`src/rtl/cu_pkg.sv`:
```
// rtl/cu_pkg.sv - shared types and constants for the control sequencer
package cu_pkg;

  typedef enum logic [1:0] {
    FETCH    = 2'b00,
    EXEC     = 2'b01,
    MEM_WAIT = 2'b10,
    HALT     = 2'b11
  } state_t;

  localparam logic [1:0] CLS_ALU = 2'b00;
  localparam logic [1:0] CLS_MEM = 2'b01;
  localparam logic [1:0] CLS_JMP = 2'b10;
  localparam logic [1:0] CLS_SYS = 2'b11;

  localparam logic [2:0] CC_ALWAYS = 3'd0;
  localparam logic [2:0] CC_Z      = 3'd1;
  localparam logic [2:0] CC_NZ     = 3'd2;
  localparam logic [2:0] CC_GT     = 3'd3;
  localparam logic [2:0] CC_NN     = 3'd4;
  localparam logic [2:0] CC_N      = 3'd5;
  localparam logic [2:0] CC_LE     = 3'd6;
  localparam logic [2:0] CC_C      = 3'd7;

  localparam logic [1:0] MUXA_A    = 2'b00;
  localparam logic [1:0] MUXA_ZERO = 2'b01;

  localparam logic [1:0] MUXB_B    = 2'b00;
  localparam logic [1:0] MUXB_LIT  = 2'b01;
  localparam logic [1:0] MUXB_DM   = 2'b10;
  localparam logic [1:0] MUXB_ZERO = 2'b11;

  // Op 000 is used as a pass-through (A or zero) + (B or zero) for moves
  localparam logic [2:0] ALU_PASS  = 3'b000;

  typedef struct packed {
    logic       lrega;
    logic       lregb;
    logic [1:0] smuxa;
    logic [1:0] smuxb;
    logic [2:0] salu;
    logic       wdm;
    logic       smuxd;
    logic       lstatus;
  } ctrl_t;

  // flags = {Z, N, C, V}
  function automatic logic cond_met(input logic [2:0] cc, input logic [3:0] flags);
    logic z, n, c;
    z = flags[3];
    n = flags[2];
    c = flags[1];
    case (cc)
      CC_ALWAYS: cond_met = 1'b1;
      CC_Z:      cond_met = z;
      CC_NZ:     cond_met = !z;
      CC_GT:     cond_met = !z && !n;
      CC_NN:     cond_met = !n;
      CC_N:      cond_met = n;
      CC_LE:     cond_met = n || z;
      default:   cond_met = c;
    endcase
  endfunction

endpackage

```
`src/rtl/cu_decode.sv`:
```
// rtl/cu_decode.sv - combinational decode of state + instruction register into controls
import cu_pkg::*;

module cu_decode #(
  parameter int OPW = 7
) (
  input  state_t           state,
  input  logic [OPW-1:0]   ir,
  input  logic [3:0]       flags,
  input  logic             mem_ready,
  output ctrl_t            ctrl,
  output logic             jump,
  output logic             is_mem,
  output logic             is_halt
);

  logic valid;
  logic unused_v;

  assign unused_v = flags[0];

  // Any set opcode bit above [6] turns the instruction into a NOP
  generate
    if (OPW > 7) begin : g_wide
      assign valid = (ir[OPW-1:7] == '0);
    end else begin : g_narrow
      assign valid = 1'b1;
    end
  endgenerate

  assign is_mem  = valid && (ir[6:5] == CLS_MEM);
  assign is_halt = valid && (ir[6:5] == CLS_SYS) && (ir[4:0] == 5'b11111);

  always_comb begin
    ctrl = '0;
    jump = 1'b0;
    if (valid && (state == EXEC || state == MEM_WAIT)) begin
      case (ir[6:5])
        CLS_ALU: begin
          if (state == EXEC) begin
            ctrl.salu    = ir[4:2];
            ctrl.lstatus = 1'b1;
            case (ir[1:0])
              2'b00: ctrl.lrega = 1'b1;
              2'b01: ctrl.lregb = 1'b1;
              2'b10: begin
                ctrl.lrega = 1'b1;
                ctrl.smuxb = MUXB_LIT;
              end
              default: ;
            endcase
          end
        end
        CLS_MEM: begin
          // address select and write strobe are held for the whole access
          ctrl.smuxd = ir[2];
          if (ir[4]) begin
            ctrl.wdm   = 1'b1;
            ctrl.smuxa = MUXA_A;
            ctrl.smuxb = MUXB_ZERO;
            ctrl.salu  = ALU_PASS;
          end else if (state == MEM_WAIT && mem_ready) begin
            ctrl.smuxa = MUXA_ZERO;
            ctrl.smuxb = MUXB_DM;
            ctrl.salu  = ALU_PASS;
            ctrl.lrega = !ir[3];
            ctrl.lregb = ir[3];
          end
        end
        CLS_JMP: begin
          if (state == EXEC) begin
            jump = cond_met(ir[4:2], flags);
          end
        end
        default: ;
      endcase
    end
  end

endmodule

```
`src/rtl/control_sequencer.sv`:
```
// rtl/control_sequencer.sv - multi-cycle control unit: FSM, PC, instruction register, timeout
import cu_pkg::*;

module control_sequencer #(
  parameter int PCW     = 7,
  parameter int OPW     = 7,
  parameter int TIMEOUT = 15
) (
  input  logic           clk,
  input  logic           rst,
  input  logic [OPW-1:0] instr,
  input  logic [PCW-1:0] lit,
  input  logic [3:0]     dataRegS,
  input  logic           memReady,
  output logic [PCW-1:0] pc,
  output logic           lRegA,
  output logic           lRegB,
  output logic [1:0]     sMuxA,
  output logic [1:0]     sMuxB,
  output logic [2:0]     sAlu,
  output logic           wDM,
  output logic           sMuxD,
  output logic           lPC,
  output logic           lStatus,
  output logic           halted,
  output logic           memErr
);

  localparam int CW = (TIMEOUT > 1) ? $clog2(TIMEOUT + 1) : 1;

  state_t         state, state_n;
  logic [OPW-1:0] ir;
  logic [PCW-1:0] lit_q;
  logic [PCW-1:0] pc_n;
  logic [CW-1:0]  cnt;
  ctrl_t          ctrl;
  logic           jump, is_mem, is_halt;
  logic           set_halt, set_err;

  cu_decode #(.OPW(OPW)) u_decode (
    .state     (state),
    .ir        (ir),
    .flags     (dataRegS),
    .mem_ready (memReady),
    .ctrl      (ctrl),
    .jump      (jump),
    .is_mem    (is_mem),
    .is_halt   (is_halt)
  );

  assign lRegA   = ctrl.lrega;
  assign lRegB   = ctrl.lregb;
  assign sMuxA   = ctrl.smuxa;
  assign sMuxB   = ctrl.smuxb;
  assign sAlu    = ctrl.salu;
  assign wDM     = ctrl.wdm;
  assign sMuxD   = ctrl.smuxd;
  assign lStatus = ctrl.lstatus;
  assign lPC     = jump;

  always_comb begin
    state_n  = state;
    pc_n     = pc;
    set_halt = 1'b0;
    set_err  = 1'b0;
    case (state)
      FETCH: state_n = EXEC;
      EXEC: begin
        if (is_mem) begin
          state_n = MEM_WAIT;
        end else begin
          pc_n = jump ? lit_q : pc + PCW'(1);
          if (is_halt) begin
            state_n  = HALT;
            set_halt = 1'b1;
          end else begin
            state_n = FETCH;
          end
        end
      end
      MEM_WAIT: begin
        if (memReady) begin
          pc_n    = pc + PCW'(1);
          state_n = FETCH;
        end else if (cnt == CW'(TIMEOUT - 1)) begin
          state_n  = HALT;
          set_halt = 1'b1;
          set_err  = 1'b1;
        end
      end
      default: state_n = HALT;
    endcase
  end

  always_ff @(posedge clk or posedge rst) begin
    if (rst) begin
      state  <= FETCH;
      pc     <= '0;
      ir     <= '0;
      lit_q  <= '0;
      cnt    <= '0;
      halted <= 1'b0;
      memErr <= 1'b0;
    end else begin
      state <= state_n;
      pc    <= pc_n;
      if (state == FETCH) begin
        ir    <= instr;
        lit_q <= lit;
      end
      // cleared while in EXEC so every MEM_WAIT entry starts from zero
      if (state == MEM_WAIT) begin
        cnt <= cnt + CW'(1);
      end else begin
        cnt <= '0;
      end
      if (set_halt) halted <= 1'b1;
      if (set_err)  memErr <= 1'b1;
    end
  end

endmodule
```
`config.mk`:
```
export PLATFORM = sky130hd
export DESIGN_NAME = control_sequencer
export DESIGN_NICKNAME = d
export VERILOG_FILES = /design/src/rtl/cu_pkg.sv /design/src/rtl/cu_decode.sv /design/src/rtl/control_sequencer.sv
export SDC_FILE = /design/constraint.sdc
export NUM_CORES = 1
export LEC_CHECK = 0
export CAP_MARGIN = 20
export CELL_PAD_IN_SITES_DETAIL_PLACEMENT = 1
export CELL_PAD_IN_SITES_GLOBAL_PLACEMENT = 2
export CORE_MARGIN = 2
export CORE_UTILIZATION = 32
export DETAILED_ROUTE_END_ITERATION = 16
export HOLD_SLACK_MARGIN = 0.12
export PLACE_DENSITY = 0.89
export RECOVER_POWER = 50
export SYNTH_ARGS = -nofsm -noshare
export SYNTH_HDL_FRONTEND = slang
export SYNTH_HIERARCHICAL = 1
export SYNTH_SLANG_ARGS = --single-unit
export TNS_END_PERCENT = 50
```
`constraint.sdc`:
```
create_clock -name clk -period 3.3 [get_ports clk]
set_clock_uncertainty 0.05 [all_clocks]
set_input_delay 0.495 -clock clk [delete_from_list [all_inputs] [get_ports clk]]
set_output_delay 0.495 -clock clk [all_outputs]
set_load 0.005 [all_outputs]
```
==> flow_metrics.env <==
export IMPL_status="finished, violations left"
export IMPL_violations="max-capacitance violations, max-slew violations"
export IMPL_worstHoldPathType="flop to flop"
export IMPL_synth_edff_count=0
export IMPL_cellLeakagePower_uw=0.000961
export IMPL_syn_nets=194
export IMPL_seq_area_frac_synth=0.434
export IMPL_min_from="halted"
export IMPL_synthCells=164
export IMPL_p_comb_frac=0.436
export IMPL_tightest_slew_ns=1.60
export IMPL_root_buffer="clkbuf_8"
export IMPL_wirelength_microns=3980
export IMPL_clkTransAtPathRegs_ns=0.06
export IMPL_swShare=0.376
export IMPL_vias=1341
export IMPL_setup_worst_path_start_class="flop"
export IMPL_hold_path_end="halted"
export IMPL_clockBufferDepth=2
export IMPL_grt_max_degree=30
export IMPL_postCtsHoldBufs=0
export IMPL_start_util=0.330
export IMPL_reg2reg_from="state[0]"
export IMPL_drc=0
export IMPL_p_int_uw=1190
export IMPL_maxCapViolations=1
export IMPL_yosys_top_cells_area="dfrtp_1 (43%), mux2_1 (8.8%), ha_1 (6.7%)"
export IMPL_clock_latency_ns=0.28
export IMPL_die_area_sq_um=5820
export IMPL_pwr_share_seq=0.368
export IMPL_grt_pass1_wl_microns=6910
export IMPL_synth_common_cells="dfrtp_1 (29), nand2_1 (15), mux2_1 (13), a21oi_1 (10)"
export IMPL_hpwlAfterDp_microns=2940
export IMPL_peakVddDrop_mv=0.396
export IMPL_antenna_cells=0
export IMPL_place_area_sq_um=2120
export IMPL_io_pins=43
export IMPL_antenna_found_initial=0
export IMPL_p_total_uw=1910
export IMPL_yosysWarningCount=6
export IMPL_yosysTopAreaCell="dfrtp_1"
export IMPL_r2r_end="pc[4]"
export IMPL_min_path_cells=1
export IMPL_yosys_register_bits=29
export IMPL_viasPerCell=4.84
export IMPL_pwr_share_clk=0.197
export IMPL_dr_pass1_iters=4
export IMPL_end_kind="output pin"
export IMPL_final_setup_viol_count=0
export IMPL_worstSetupPathType="flop to output pin"
export IMPL_cts_max_level=2
export IMPL_drtIter0Drc=47
export IMPL_postRouteAntennaNets=0
export IMPL_cts_tree="built"
export IMPL_r2r_cells=8
export IMPL_finalHoldViolCount=0
export IMPL_netlist_area_leader_share=0.434
export IMPL_reg2reg_slack_ns=0.77
export IMPL_worstPathArrival_ns=2.28
export IMPL_dieHeight_microns=76.3
export IMPL_grt_total_usage=0.150
export IMPL_fin_setup_tns_ns=0
export IMPL_maxSlewViolCount=30
export IMPL_slew_headroom=-0.0688
export IMPL_wire_per_inst_microns=14.4
export IMPL_cts_setup_buffers=0
export IMPL_cp_data_required_time_ns=2.75
export IMPL_crit_fanout=5
export IMPL_stdcell_area_sq_um=2240
export IMPL_syn2layout_area_growth_pct=33.7
export IMPL_p_per_area_nw_per_um2=855
export IMPL_port_buffer_count=40
export IMPL_ys_flop_type="dfrtp_1"
export IMPL_async_flop_share=1.00
export IMPL_die_w_microns=76.3
export IMPL_first_global_vias=1380
export IMPL_yosysMostFrequentCell="dfrtp_1"
export IMPL_startpoint="state[0]"
export IMPL_place_inst=269
export IMPL_synth_cell_types=43
export IMPL_core_area_sq_um=5070
export IMPL_synth_area_sq_um=1670
export IMPL_cts_resized=0
export IMPL_finalNonFillerCells=277
export IMPL_synth_avg_cell_area_sq_um=10.2
export IMPL_row_count=26
export IMPL_overflow=0
export IMPL_drive_above_1_share=0.0773
export IMPL_rsz0062_at_grt="no"
export IMPL_numClockSinks=29
export IMPL_fmax_mhz=354
export IMPL_gp_congestion=0.758
export IMPL_timing_final_crit_share=0.856
export IMPL_period_needed_ns=2.83
export IMPL_nNetsFinal=236
export IMPL_cts_buffers=5
export IMPL_power_switching_uw=719
metal layers:
metal | vias to the layer above | track usage | wire length (microns)
met5 | - | 0 | 0
met4 | 0 | 0.0545 | 56
met3 | 4 | 0.0415 | 105
met2 | 17 | 0.233 | 1960
met1 | 658 | 0.201 | 1860
li1 | 662 | - | -
registers in the layout, summed over array words and instances, names as in the netlist:
name / flops
halted: 1
ir: 7
lit_q: 7
memErr: 1
state: 2
cnt: 4
pc: 7
worst max-delay path by stage:
stage,endpoint
after floorplan,pc[6]
after CTS,lPC
after global placement,pc[5]
after global routing,lPC
after detailed placement,pc[5]
final,lPC
final cells by class:
class,count,area [sq um]
timing repair buffer,42,412
clock buffer,7,86.3
inverter,9,33.8
multi-input combinational,119,861
clock inverter,1,30.0
tap,70,87.6
sequential,29,726
fill,595,2840
cell families after synthesis:
group / after synthesis / share of synthesized area
buf+inv: 16 / 0.0516
simple gates: 55 / 0.185
xor+xnor: 3 / 0.0157
compound gates: 37 / 0.151
other cells: 1 / 0.00224
mux: 14 / 0.0935
fa+ha+maj: 9 / 0.0673
flops: 29 / 0.434
power groups by stage:
stage	logic, uW	registers [uW]	clock network, uW
final	833	703	376
after global routing	940	746	407
after CTS	852	711	389
after detailed placement	844	717	0
after global placement	817	710	0
after floorplan	580	649	0
per-stage QoR:
step / util / hold slack (ns) / worst slack (ns)
3_5_place_dp: 0.418 / 0.396 / 0.578
5_1_grt: 0.441 / 0.434 / 0.327
4_1_cts: 0.441 / 0.420 / 0.423
3_3_place_gp: 0.418 / 0.401 / 0.643
2_1_floorplan: - / 0.401 / 1.28
6_report: 0.441 / 0.411 / 0.475
cell usage in the layout, fill, tap and decap left out, drive strengths merged, types with 2 or more instances in the layout:
cell,instances
clkdlybuf4s50,37
dfrtp,29
nand2,15
mux2,13
a21oi,12
inv,9
ha,9
clkbuf,8
o21ai,8
nand3,7
nor2,5
and2,5
o22ai,4
nor4,4
nor2b,4
nand2b,4
dlygate4sd3,3
nor3,3
xor2,2
o211ai,2
nor4bb,2
o21a,2
nor3b,2
and3,2
critical path, stage by stage (launching register included):
cell and delay (ns):
dfrtp_1 0.43, inv_1 0.06, ha_1 0.37, nor4bb_1 0.33, o2111a_1 0.29, clkdlybuf4s50_1 0.53
Note: power is estimated with default switching activity, not from simulation.
==> patch (same flow settings) <==
The parameter `TIMEOUT` goes from 15 to 16.
--- a/src/rtl/control_sequencer.sv
+++ b/src/rtl/control_sequencer.sv
@@ -5,5 +5,5 @@
   parameter int PCW     = 7,
   parameter int OPW     = 7,
-  parameter int TIMEOUT = 15
+  parameter int TIMEOUT = 16
 ) (
   input  logic           clk,
Formal check against the unedited RTL: same outputs for any inputs over 10 cycles, from zero or initial values and one cycle with rst high; that may be too few to reach the edited logic, so the function may still have changed.
==> patch against the unedited design <==
The run still ends with capacitance limit, slew limit left. Highest routed layer unchanged. Count of clock-buffer cells in the layout decreased by 1. Wire length rose by 0.23%. Synthesized cell count up 1.2%. Sequential cell count grew 1. Area after synthesis up 1.4%. Core utilization shrank 0.16 points. Setup slack worse by 0.096 ns. Final area grew 0.28%. First-iteration DRC count down 34%. Global-route usage decreased by 0.30 points.
Power is not compared: it rests on default switching activity, and its combinational part moved more than twofold at a synthesized area within 25%.
==> patch: results (changes against the unedited design) <==
proportion of cell area occupied by registers 33.5% (was 32.5%); status complete, but fails checks (unchanged); arrival time of the worst setup path 2.38 ns (was 2.28 ns); Area contributors post-synth sky130_fd_sc_hd__dfrtp_1, sky130_fd_sc_hd__mux2_2, sky130_fd_sc_hd__ha_1, sky130_fd_sc_hd__a21oi_1, sky130_fd_sc_hd__nand2_1 (was sky130_fd_sc_hd__dfrtp_1, sky130_fd_sc_hd__mux2_1, sky130_fd_sc_hd__ha_1, sky130_fd_sc_hd__nand2_1, sky130_fd_sc_hd__a21oi_1); worst hold slack across all endpoints 0.402 ns (was 0.411 ns); total via count in the routed design 1357 (was 1341); final HPWL from detailed placement 3.00 mm (was 2.94 mm); maxcap violations 1 (unchanged); Clock buffers and inverters, area share 4.24% (was 5.20%); most frequent cells after synthesis sky130_fd_sc_hd__dfrtp_1, sky130_fd_sc_hd__nand2_1, sky130_fd_sc_hd__a21oi_1, sky130_fd_sc_hd__mux2_2 (was sky130_fd_sc_hd__dfrtp_1, sky130_fd_sc_hd__nand2_1, sky130_fd_sc_hd__mux2_1); non-clock buffer total of the final layout 41 (was 42); Synth Area in Compound Gates 12.9% (was 15.1%); worst r2r dst pc[6] (was pc[4]); Routed WL 3.99 mm (was 3.98 mm); aggregate global-route resource usage 14.7% (was 15.0%); number of multi-input logic gates 121 (was 119); violations in the final reports capacitance limit, slew limit (unchanged); maximum number of pins on one net before global-route repair 31 (was 30); Iter 0 DRT Violations 31 (was 47); sequential cell count 30 (was 29); Final nets 238 (was 236); pins over their slew limit 31 (was 30); largest fanout on the critical path 6 (was 5); gpl congestion 0.781 (was 0.758); multi-input combinational area share 38.8% (was 38.5%); area share of fa/ha/maj cells after synthesis 6.64% (was 6.73%); number of clock-tree buffers in the layout 6 (was 7); number of H-tree levels 2 (unchanged); buffering overhead 18.0% (was 18.4%); fraction of synthesized area in multiplexers 10.5% (was 9.35%); first-pass GRT wire length 6.87 mm (was 6.91 mm); number of filler instances in the final layout 596 (was 595); worst slew pin tran 1.63 ns (was 1.60 ns); register-to-register setup slack 1.07 ns (was 0.77 ns)
[patch: worst register-to-register path, cell delays in order (launching register included)]
cell	delay [ns]
sky130_fd_sc_hd__dfrtp_1	0.44
sky130_fd_sc_hd__inv_1	0.07
sky130_fd_sc_hd__ha_1	0.38
sky130_fd_sc_hd__nor4bb_1	0.30
sky130_fd_sc_hd__o2111a_1	0.36
sky130_fd_sc_hd__nand2b_4	0.16
sky130_fd_sc_hd__nand3_2	0.15
sky130_fd_sc_hd__o32ai_2	0.10
sky130_fd_sc_hd__a21oi_1	0.15
[patch: per-layer routing]
layer  vias up  track usage (%)  share of wire (%)
li1        667                -                  -
met5         -                0                  0
met4         0             4.91               0.68
met3         2             5.06                4.9
met1       648             18.8                 46
met2        40             23.2                 48
[patch: through the flow]
step	instances	setup slack [ns]	utilization [%]	cell area, um2
global placement	271	0.607	42.1	2150
CTS	279	0.355	44.0	2250
floorplan	166	1.31	-	1700
global route	279	0.234	43.9	2240
finish	279	0.379	43.9	2240
detailed placement	271	0.603	42.1	2150
